===== config.mk =====
export PLATFORM = sky130hd
export DESIGN_NAME = param_seq_alu
export DESIGN_NICKNAME = d
export VERILOG_FILES = /design/src/rtl/alu_pkg.sv /design/src/rtl/alu_mul.sv /design/src/rtl/param_seq_alu.sv
export SDC_FILE = /design/constraint.sdc
export NUM_CORES = 1
export LEC_CHECK = 0
export ABC_AREA = 1
export CORE_MARGIN = 10
export CORE_UTILIZATION = 45
export CTS_BUF_LIST = sky130_fd_sc_hd__clkbuf_8 sky130_fd_sc_hd__clkbuf_16
export CTS_CLUSTER_SIZE = 40
export DETAILED_ROUTE_END_ITERATION = 8
export PLACE_DENSITY = 0.73
export RECOVER_POWER = 50
export SLEW_MARGIN = 0
export SYNTH_ARGS = -nofsm -noshare
export SYNTH_HDL_FRONTEND = slang
export SYNTH_HIERARCHICAL = 1
export SYNTH_SLANG_ARGS = --single-unit

===== constraint.sdc =====
create_clock -name CLK -period 2.44 [get_ports CLK]
set_input_delay 0.488 -clock CLK [delete_from_list [all_inputs] [get_ports CLK]]
set_output_delay 0.488 -clock CLK [all_outputs]
set_load 0.01 [all_outputs]

===== src/rtl/alu_pkg.sv =====
// Shared definitions for the sequential ALU: opcode values and FSM state encoding.
package alu_pkg;

  localparam logic [2:0] OP_FWD = 3'b000;
  localparam logic [2:0] OP_ADD = 3'b001;
  localparam logic [2:0] OP_AND = 3'b010;
  localparam logic [2:0] OP_OR  = 3'b011;
  localparam logic [2:0] OP_SUB = 3'b100;
  localparam logic [2:0] OP_SLL = 3'b101;
  localparam logic [2:0] OP_SRL = 3'b110;
  localparam logic [2:0] OP_MUL = 3'b111;

  typedef enum logic [1:0] {
    IDLE = 2'd0,
    MUL  = 2'd1,
    DONE = 2'd2
  } state_t;

endpackage


===== src/rtl/alu_mul.sv =====
// Iterative shift-add multiplier producing the low WIDTH bits of a*b.
// One partial-product step is taken per clock for WIDTH clocks after start.
// The product output already includes the step being taken this cycle, so
// the parent can capture the final value on the same edge as the last step,
// which is exactly the cycle in which done is high.
module alu_mul #(
  parameter int WIDTH = 8
) (
  input  logic             clock,
  input  logic             reset,
  input  logic             start,
  input  logic [WIDTH-1:0] a,
  input  logic [WIDTH-1:0] b,
  output logic             done,
  output logic [WIDTH-1:0] product
);

  localparam int CW = $clog2(WIDTH + 1);
  localparam logic [CW-1:0] STEPS = CW'(WIDTH);

  logic [WIDTH-1:0] acc;
  logic [WIDTH-1:0] multiplicand;
  logic [WIDTH-1:0] multiplier;
  logic [CW-1:0]    count;

  assign product = acc + (multiplier[0] ? multiplicand : '0);
  assign done    = (count == CW'(1));

  // Latch operands on start, then shift multiplicand left / multiplier right
  // each cycle, accumulating while the counter runs down to zero.
  always_ff @(posedge clock or posedge reset) begin
    if (reset) begin
      acc          <= '0;
      multiplicand <= '0;
      multiplier   <= '0;
      count        <= '0;
    end else if (start) begin
      acc          <= '0;
      multiplicand <= a;
      multiplier   <= b;
      count        <= STEPS;
    end else if (count != '0) begin
      acc          <= product;
      multiplicand <= multiplicand << 1;
      multiplier   <= multiplier >> 1;
      count        <= count - CW'(1);
    end
  end

endmodule


===== src/rtl/param_seq_alu.sv =====
// Sequential ALU with a valid/ready handshake on both sides.
// Single-cycle ops register their result on the accept edge; MUL runs the
// iterative multiplier for WIDTH cycles. The result is held in DONE until the
// consumer takes it, and IN_READY is only high in IDLE, which leaves a
// one-cycle bubble between consuming a result and accepting the next op.
module param_seq_alu
  import alu_pkg::*;
#(
  parameter int WIDTH = 8
) (
  input  logic             CLK,
  input  logic             RESET,
  input  logic [WIDTH-1:0] DATA1,
  input  logic [WIDTH-1:0] DATA2,
  input  logic [2:0]       SELECT,
  input  logic             IN_VALID,
  output logic             IN_READY,
  output logic [WIDTH-1:0] RESULT,
  output logic             ZERO,
  output logic             CARRY,
  output logic             OUT_VALID,
  input  logic             OUT_READY
);

  localparam int SHW = $clog2(WIDTH);

  state_t           state;
  logic [WIDTH:0]   aluOut;
  logic [WIDTH:0]   addSum;
  logic [WIDTH:0]   subDiff;
  logic [SHW-1:0]   shiftAmt;
  logic             accept;
  logic             mulStart;
  logic             mulDone;
  logic [WIDTH-1:0] mulProduct;

  assign IN_READY = (state == IDLE);
  assign accept   = IN_VALID && IN_READY;
  assign mulStart = accept && (SELECT == OP_MUL);
  assign shiftAmt = DATA2[SHW-1:0];
  assign addSum   = {1'b0, DATA1} + {1'b0, DATA2};
  assign subDiff  = {1'b0, DATA1} + {1'b0, ~DATA2} + (WIDTH+1)'(1);

  // Single-cycle datapath: bit WIDTH carries carry-out / not-borrow and is 0 for logic ops.
  always_comb begin
    aluOut = '0;
    case (SELECT)
      OP_FWD:  aluOut = {1'b0, DATA2};
      OP_ADD:  aluOut = addSum;
      OP_AND:  aluOut = {1'b0, DATA1 & DATA2};
      OP_OR:   aluOut = {1'b0, DATA1 | DATA2};
      OP_SUB:  aluOut = subDiff;
      OP_SLL:  aluOut = {1'b0, DATA1 << shiftAmt};
      OP_SRL:  aluOut = {1'b0, DATA1 >> shiftAmt};
      default: aluOut = '0;
    endcase
  end

  alu_mul #(.WIDTH(WIDTH)) uMul (
    .clock   (CLK),
    .reset   (RESET),
    .start   (mulStart),
    .a       (DATA1),
    .b       (DATA2),
    .done    (mulDone),
    .product (mulProduct)
  );

  // Control FSM and registered outputs; inputs are only looked at in IDLE.
  always_ff @(posedge CLK or posedge RESET) begin
    if (RESET) begin
      state     <= IDLE;
      RESULT    <= '0;
      ZERO      <= 1'b0;
      CARRY     <= 1'b0;
      OUT_VALID <= 1'b0;
    end else begin
      case (state)
        IDLE: begin
          if (IN_VALID) begin
            if (SELECT == OP_MUL) begin
              state <= MUL;
            end else begin
              RESULT    <= aluOut[WIDTH-1:0];
              ZERO      <= (aluOut[WIDTH-1:0] == '0);
              CARRY     <= aluOut[WIDTH];
              OUT_VALID <= 1'b1;
              state     <= DONE;
            end
          end
        end
        MUL: begin
          if (mulDone) begin
            RESULT    <= mulProduct;
            ZERO      <= (mulProduct == '0);
            CARRY     <= 1'b0;
            OUT_VALID <= 1'b1;
            state     <= DONE;
          end
        end
        DONE: begin
          if (OUT_READY) begin
            OUT_VALID <= 1'b0;
            state     <= IDLE;
          end
        end
        default: begin
          OUT_VALID <= 1'b0;
          state     <= IDLE;
        end
      endcase
    end
  end

endmodule


==> results of run 1 <==
## registers in the layout, summed over array words and instances (netlist names)
signal and cells:
uMul/multiplier 8, OUT_VALID 1, uMul/multiplicand 8, RESULT 8, ZERO 1, state 2
uMul/count 4, CARRY 1, uMul/acc 8
## metrics by stage
stage	utilization, %	power (W)	hold slack, ps	std cells	setup WS (ps)
after CTS	56.7	0.00168	492	818	38.5
after global routing	57.2	0.00178	526	818	-0.595
after detailed placement	55.6	0.00118	469	810	-280
after floorplan	-	0.000969	365	631	215
after global placement	55.6	0.00117	472	810	-223
final	57.2	0.00168	487	818	211
## area by class of cell
| class | count | area, sq um |
|---|---|---|
| timing repair buffer | 91 | 800 |
| clock buffer | 5 | 68.8 |
| inverter | 95 | 362 |
| sequential | 41 | 1030 |
| tap | 108 | 135 |
| multi-input combinational | 475 | 2640 |
| clock inverter | 3 | 28.8 |
| fill | 863 | 3790 |
## what timing repair did
item	in CTS	in global routing
resized for setup	0	17
endpoints found under the setup margin	0	4
hold endpoints to repair	0	0
## synth_stat cells (4+ instances only)
cell      instances
nand4_1           7
dfrtp_1          41
nand3_1          84
nand2_1         180
ha_1             34
nor2_2            6
a21oi_1          27
buf_6             6
buf_4             5
nand2_2           4
nand3b_1          7
inv_1            85
nand2_4           5
or2_1             4
o221ai_1          6
inv_2             8
o211ai_1          5
buf_2             6
o21ai_0          17
nor2_1           56
## tightest hold or removal path: stages, from the launching register on
cell and delay (ps):
dfrtp_1 350, nand2_1 50, nand2_1 50
## routing by layer
layer / GRT usage, % / wire length [microns] / vias to the layer above
met5: 0 / 0 / -
met4: 6.59 / 228 / 0
met3: 2.38 / 641 / 16
met2: 33.1 / 5880 / 154
met1: 25.1 / 5890 / 1971
li1: - / - / 2177
## logic make-up (layout without fill, tap and decap cells)
group	count (synthesis)	in the layout	share of synthesized area [%]
AO/OA/AOI/OAI	66	66	10.2
AND/OR/NAND/NOR	369	369	40.2
buffers and inverters	115	194	12.6
XOR/XNOR	3	3	0.633
flip-flops	41	41	24.7
adder cells (fa/ha/maj)	37	37	11.7
## path summary, 6_finish.rpt
path                            cells after the start  slack [ps]                      end                            from
worst max-delay path                               13         210         ZERO$_DFFE_PP0P_                        DATA2[4]
worst min-delay path                                2         490        CARRY$_DFFE_PP0P_               CARRY$_DFFE_PP0P_
worst max register to register                     11         220         ZERO$_DFFE_PP0P_  uMul/multiplier[0]$_DFFE_PP0P_
worst min register to register                      2         490        CARRY$_DFFE_PP0P_               CARRY$_DFFE_PP0P_
max in group asynchronous                           3         400  uMul/acc[7]$_DFFE_PP0P_                           RESET
min in group asynchronous                           2         670     state[1]$_DFFE_PP0P_                           RESET
## power by group
part	switching, W	total [W]	internal (W)
combinational	0.000291	0.000493	0.000202
clock	0.000291	0.000508	0.000216
sequential	0	0.000679	0.000679
total	0.000582	0.00168	0.00110
==> qor.csv, run 1 <==
metric,value,unit
drc_errors,0,
p_per_area,332,nW/um^2
layout_common_cells,"nand2_1, inv_1, nand3_1",
cts.htree.levels,2,
cp_num_buf_inv,3,
syn2layout_area_growth,21.8,%
gp_congestion,0.943,
avgSynthCellArea,6.58,sq um
ys_async_sr_fraction,100,%
place_area,4920,sq um
cpPeakStageDelay,520,ps
yosysUniqueCellTypes,44,
clock-sinks,41,
hpwl,10.2,mm
die_x,116,microns
drt-vias-per-instance,5.28,
path_cells,clkdlybuf4s50_1 -> inv_1 -> ha_2 -> inv_1 -> nand2_1 -> nand2_1 -> a21oi_1 -> nand3_1 -> nand3_1 -> nand3_1 -> nor2_1 -> nand3_1 -> a21oi_2,
ctsLongestPathBuffers,2,
dieArea,13500,sq um
final_common_cell,nand2_1,
synth_warnings,6,
antenna_found_initial,0,
fin_skew,11.3,ps
cap_viol_max_count,1,
clk_latency,310,ps
setup_violations,0,
ys_ff_latch,41,
grt_usage,19.5,%
ant_nets,0,
antennaDiodeCount,0,
path_delay_family,buffers and inverters,
final_area,5060,sq um
num_rows,34,
post_cts_buffers,0,
worst_pin_slew,1530,ps
start_util,46.9,%
layout-drive-gt1-share,15.9,%
end_kind,register,
synth_top_cell_by_area,dfrtp_1,
synth_top_area_share,24.7,%
firstDrtPassIters,5,
p_leak,2.78,nW
grt_pass1_wl,21.1,mm
cp_slowest_cell,clkdlybuf4s50_1,
overflow,0,
netlist_area,4150,sq um
hold_buffers,0,
hp-class,reg -> reg,
period_minus_slack,2230,ps
grt_pass1_vias,4240,
drt_wl_total,12.6,mm
finalCritPeriodShare,91.4,%
grt_max_degree,29,
start_kind,input port,
outcome,finished with violations,
die_h,116,microns
fmax,449,MHz
violations,"max-capacitance violations, max-slew violations",
drv_slew,29,
synth-main-ff-cell,dfrtp_1,
synth-seq-area-share,24.7,%
arrival,2470,ps
post_drt_wl_per_cell,15.5,microns
crit_top_cell,nand3_1,
drtIter0Drc,408,
io_pins,35,
cp_max_fo,6,
io_buffers,34,
synth_edf_count,0,
cts_tree,done,
ir_drop,0.000195,V
synth_fp_nets,691,
relSlewSlack,-1.70,%
vias,4318,
core,8850,sq um
fin_nets,769,
clock-root-buffer,clkbuf_8,
numCtsBuffers,5,
postSynthCellCount,631,
required,2680,ps
finalHoldViolCount,0,
path_class,in -> reg,
clk_pin_slew_worst_paths,90,ps
synthTopCellsByArea,"dfrtp_1, nand2_1, ha_1, nand3_1, inv_1",
fin_setup_tns,0,ps
Note: power is estimated with default switching activity, not from simulation.
==> run 2: changes to the inputs <==
--- a/config.mk
+++ b/config.mk
@@ -6,12 +6,14 @@
 export NUM_CORES = 1
 export LEC_CHECK = 0
 export ABC_AREA = 1
+export CELL_PAD_IN_SITES_DETAIL_PLACEMENT = 0
+export CELL_PAD_IN_SITES_GLOBAL_PLACEMENT = 1
 export CORE_MARGIN = 10
-export CORE_UTILIZATION = 45
+export CORE_UTILIZATION = 42
 export CTS_BUF_LIST = sky130_fd_sc_hd__clkbuf_8 sky130_fd_sc_hd__clkbuf_16
 export CTS_CLUSTER_SIZE = 40
 export DETAILED_ROUTE_END_ITERATION = 8
-export PLACE_DENSITY = 0.73
+export PLACE_DENSITY = 0.89
 export RECOVER_POWER = 50
 export SLEW_MARGIN = 0
 export SYNTH_ARGS = -nofsm -noshare
==> qor.csv, run 2 (same netlist as run 1, synthesis figures left out) <==
metric,value,unit
outcome,"complete, no violations",
fin_total_pwr,0.00185,W
vias,4351,
start_kind,register,
cp_slowest_cell,dfrtp_1,
dp.cells,832,
firstDrtPassIters,5,
hpwl,10.0,mm
worst_pin_slew,1490,ps
ant_nets,0,
cpPeakStageDelay,380,ps
finalCritPeriodShare,93.3,%
r2r-end,ZERO$_DFFE_PP0P_,
io_pins,35,
relSlewSlack,0.758,%
p_switching,0.000548,W
p_leak,2.80,nW
cap_viol_max_count,0,
numCtsBuffers,5,
layout-drive-gt1-share,15.7,%
internal-power,0.00130,W
grt_pass1_wl,20.5,mm
r2r-start,uMul/multiplier[0]$_DFFE_PP0P_,
seqPwrFrac,36.7,%
path_class,reg -> reg,
start_util,42.9,%
post_drt_wl_per_cell,14.8,microns
dieArea,14300,sq um
io_buffers,34,
grt_pass1_vias,4240,
hp-class,reg -> reg,
clock-sinks,41,
holdWs,484,ps
die_x,119,microns
swShare,29.7,%
cp_max_fo,8,
hold-path-cell-count,2,
path_cells,buf_4 -> nand2_1 -> inv_1 -> ha_1 -> or2_1 -> nand3b_1 -> nand3_1 -> and2_1 -> nor4_2 -> a31oi_1 -> a21oi_2,
grt_max_degree,29,
arrival,2500,ps
path_depth,11,
drtIter0Drc,478,
fin_setup_tns,0,ps
end_kind,register,
finalHoldViolCount,0,
fin_skew,8.49,ps
num_rows,36,
min-delay-start,CARRY$_DFFE_PP0P_,
r2r_slack,160,ps
gp_congestion,0.933,
required,2670,ps
grt_usage,17.2,%
fin_nets,767,
p_per_area,359,nW/um^2
finalNonFillerCells,841,
post-route-util,53.2,%
drt-vias-per-instance,5.17,
drt_wl_total,12.5,mm
core,9680,sq um
die_h,119,microns
overflow,0,
ff2ff_path_depth,11,
drv_slew,0,
drc_errors,0,
ctsLongestPathBuffers,2,
fmax,439,MHz
period_minus_slack,2280,ps
cts_tree,done,
rsz0062_at_grt,no,
clk_pin_slew_worst_paths,80,ps
path_delay_family,simple AND/OR/NAND/NOR gates,
antennaDiodeCount,0,
clk_latency,300,ps
setup_violations,0,
layout_common_cells,"nand2_1, inv_1, nand3_1",
cts.htree.levels,2,
antenna_found_initial,0,
hold_end,CARRY$_DFFE_PP0P_,
clock-root-buffer,clkbuf_8,
syn2layout_area_growth,24.0,%
hold_buffers,0,
share_comb_of_total_power,27.2,%
clkPwrFrac,36.1,%
cp_num_buf_inv,2,
final_common_cell,nand2_1,
ir_drop,0.000265,V
==> run 2: cell count changes in the layout (fill, tap and decap cells not counted), moves of 2 or more <==
cell       change
bufinv_16      +2
ha_2           -2
ha_4           +3
buf_4          -3
==> run 2: stage by stage <==
stage / area, sq um / setup WS (ps)
3_5_place_dp: 4930 / -260
6_report: 5150 / 163
2_1_floorplan: 4150 / 215
3_3_place_gp: 4930 / -202
4_1_cts: 5060 / 21.9
5_1_grt: 5150 / 0.214
==> run 2: what timing repair did <==
action,4_1_cts,5_1_grt
setup buffers,0,1
gates resized for setup,0,21
setup endpoints to repair,0,7
==> run 2: layout make-up <==
class | instances | area [sq um]
multi-input combinational | 475 | 2670
clock buffer | 5 | 68.8
fill | 954 | 4530
clock inverter | 3 | 68.8
tap | 133 | 166
timing repair buffer | 89 | 788
sequential | 41 | 1030
inverter | 95 | 362
==> run 2: power groups by stage <==
stage	clock, W	combinational [W]	sequential (W)
floorplan	0	0.000276	0.000692
global placement	0	0.000473	0.000692
detailed placement	0	0.000479	0.000692
CTS	0.000672	0.000481	0.000679
global route	0.000698	0.000560	0.000679
finish	0.000667	0.000504	0.000679
==> run 2: worst min-delay path, delay by kind of cell, from the launching register on <==
kind	cells	cell delay (ps)
flip-flops	1	350
AND/OR/NAND/NOR	2	110
==> run 2: how the worst max path moves through the flow <==
stage / start / end / slack (ps)
floorplan: uMul/multiplier[0]$_DFFE_PP0P_ / ZERO$_DFFE_PP0P_ / 220
global placement: DATA1[0] / ZERO$_DFFE_PP0P_ / -200
detailed placement: DATA1[0] / ZERO$_DFFE_PP0P_ / -260
CTS: uMul/multiplicand[0]$_DFFE_PP0P_ / ZERO$_DFFE_PP0P_ / 20
global route: DATA2[6] / ZERO$_DFFE_PP0P_ / 0.2
finish: uMul/multiplier[0]$_DFFE_PP0P_ / ZERO$_DFFE_PP0P_ / 160
==> run 2: metal layers <==
layer | track usage (%) | up-vias | share of wire [%]
li1 | - | 2172 | -
met1 | 22.1 | 2006 | 45
met2 | 29.4 | 155 | 48
met3 | 1.79 | 18 | 5.6
met4 | 5.81 | 0 | 2.0
met5 | 0 | - | 0
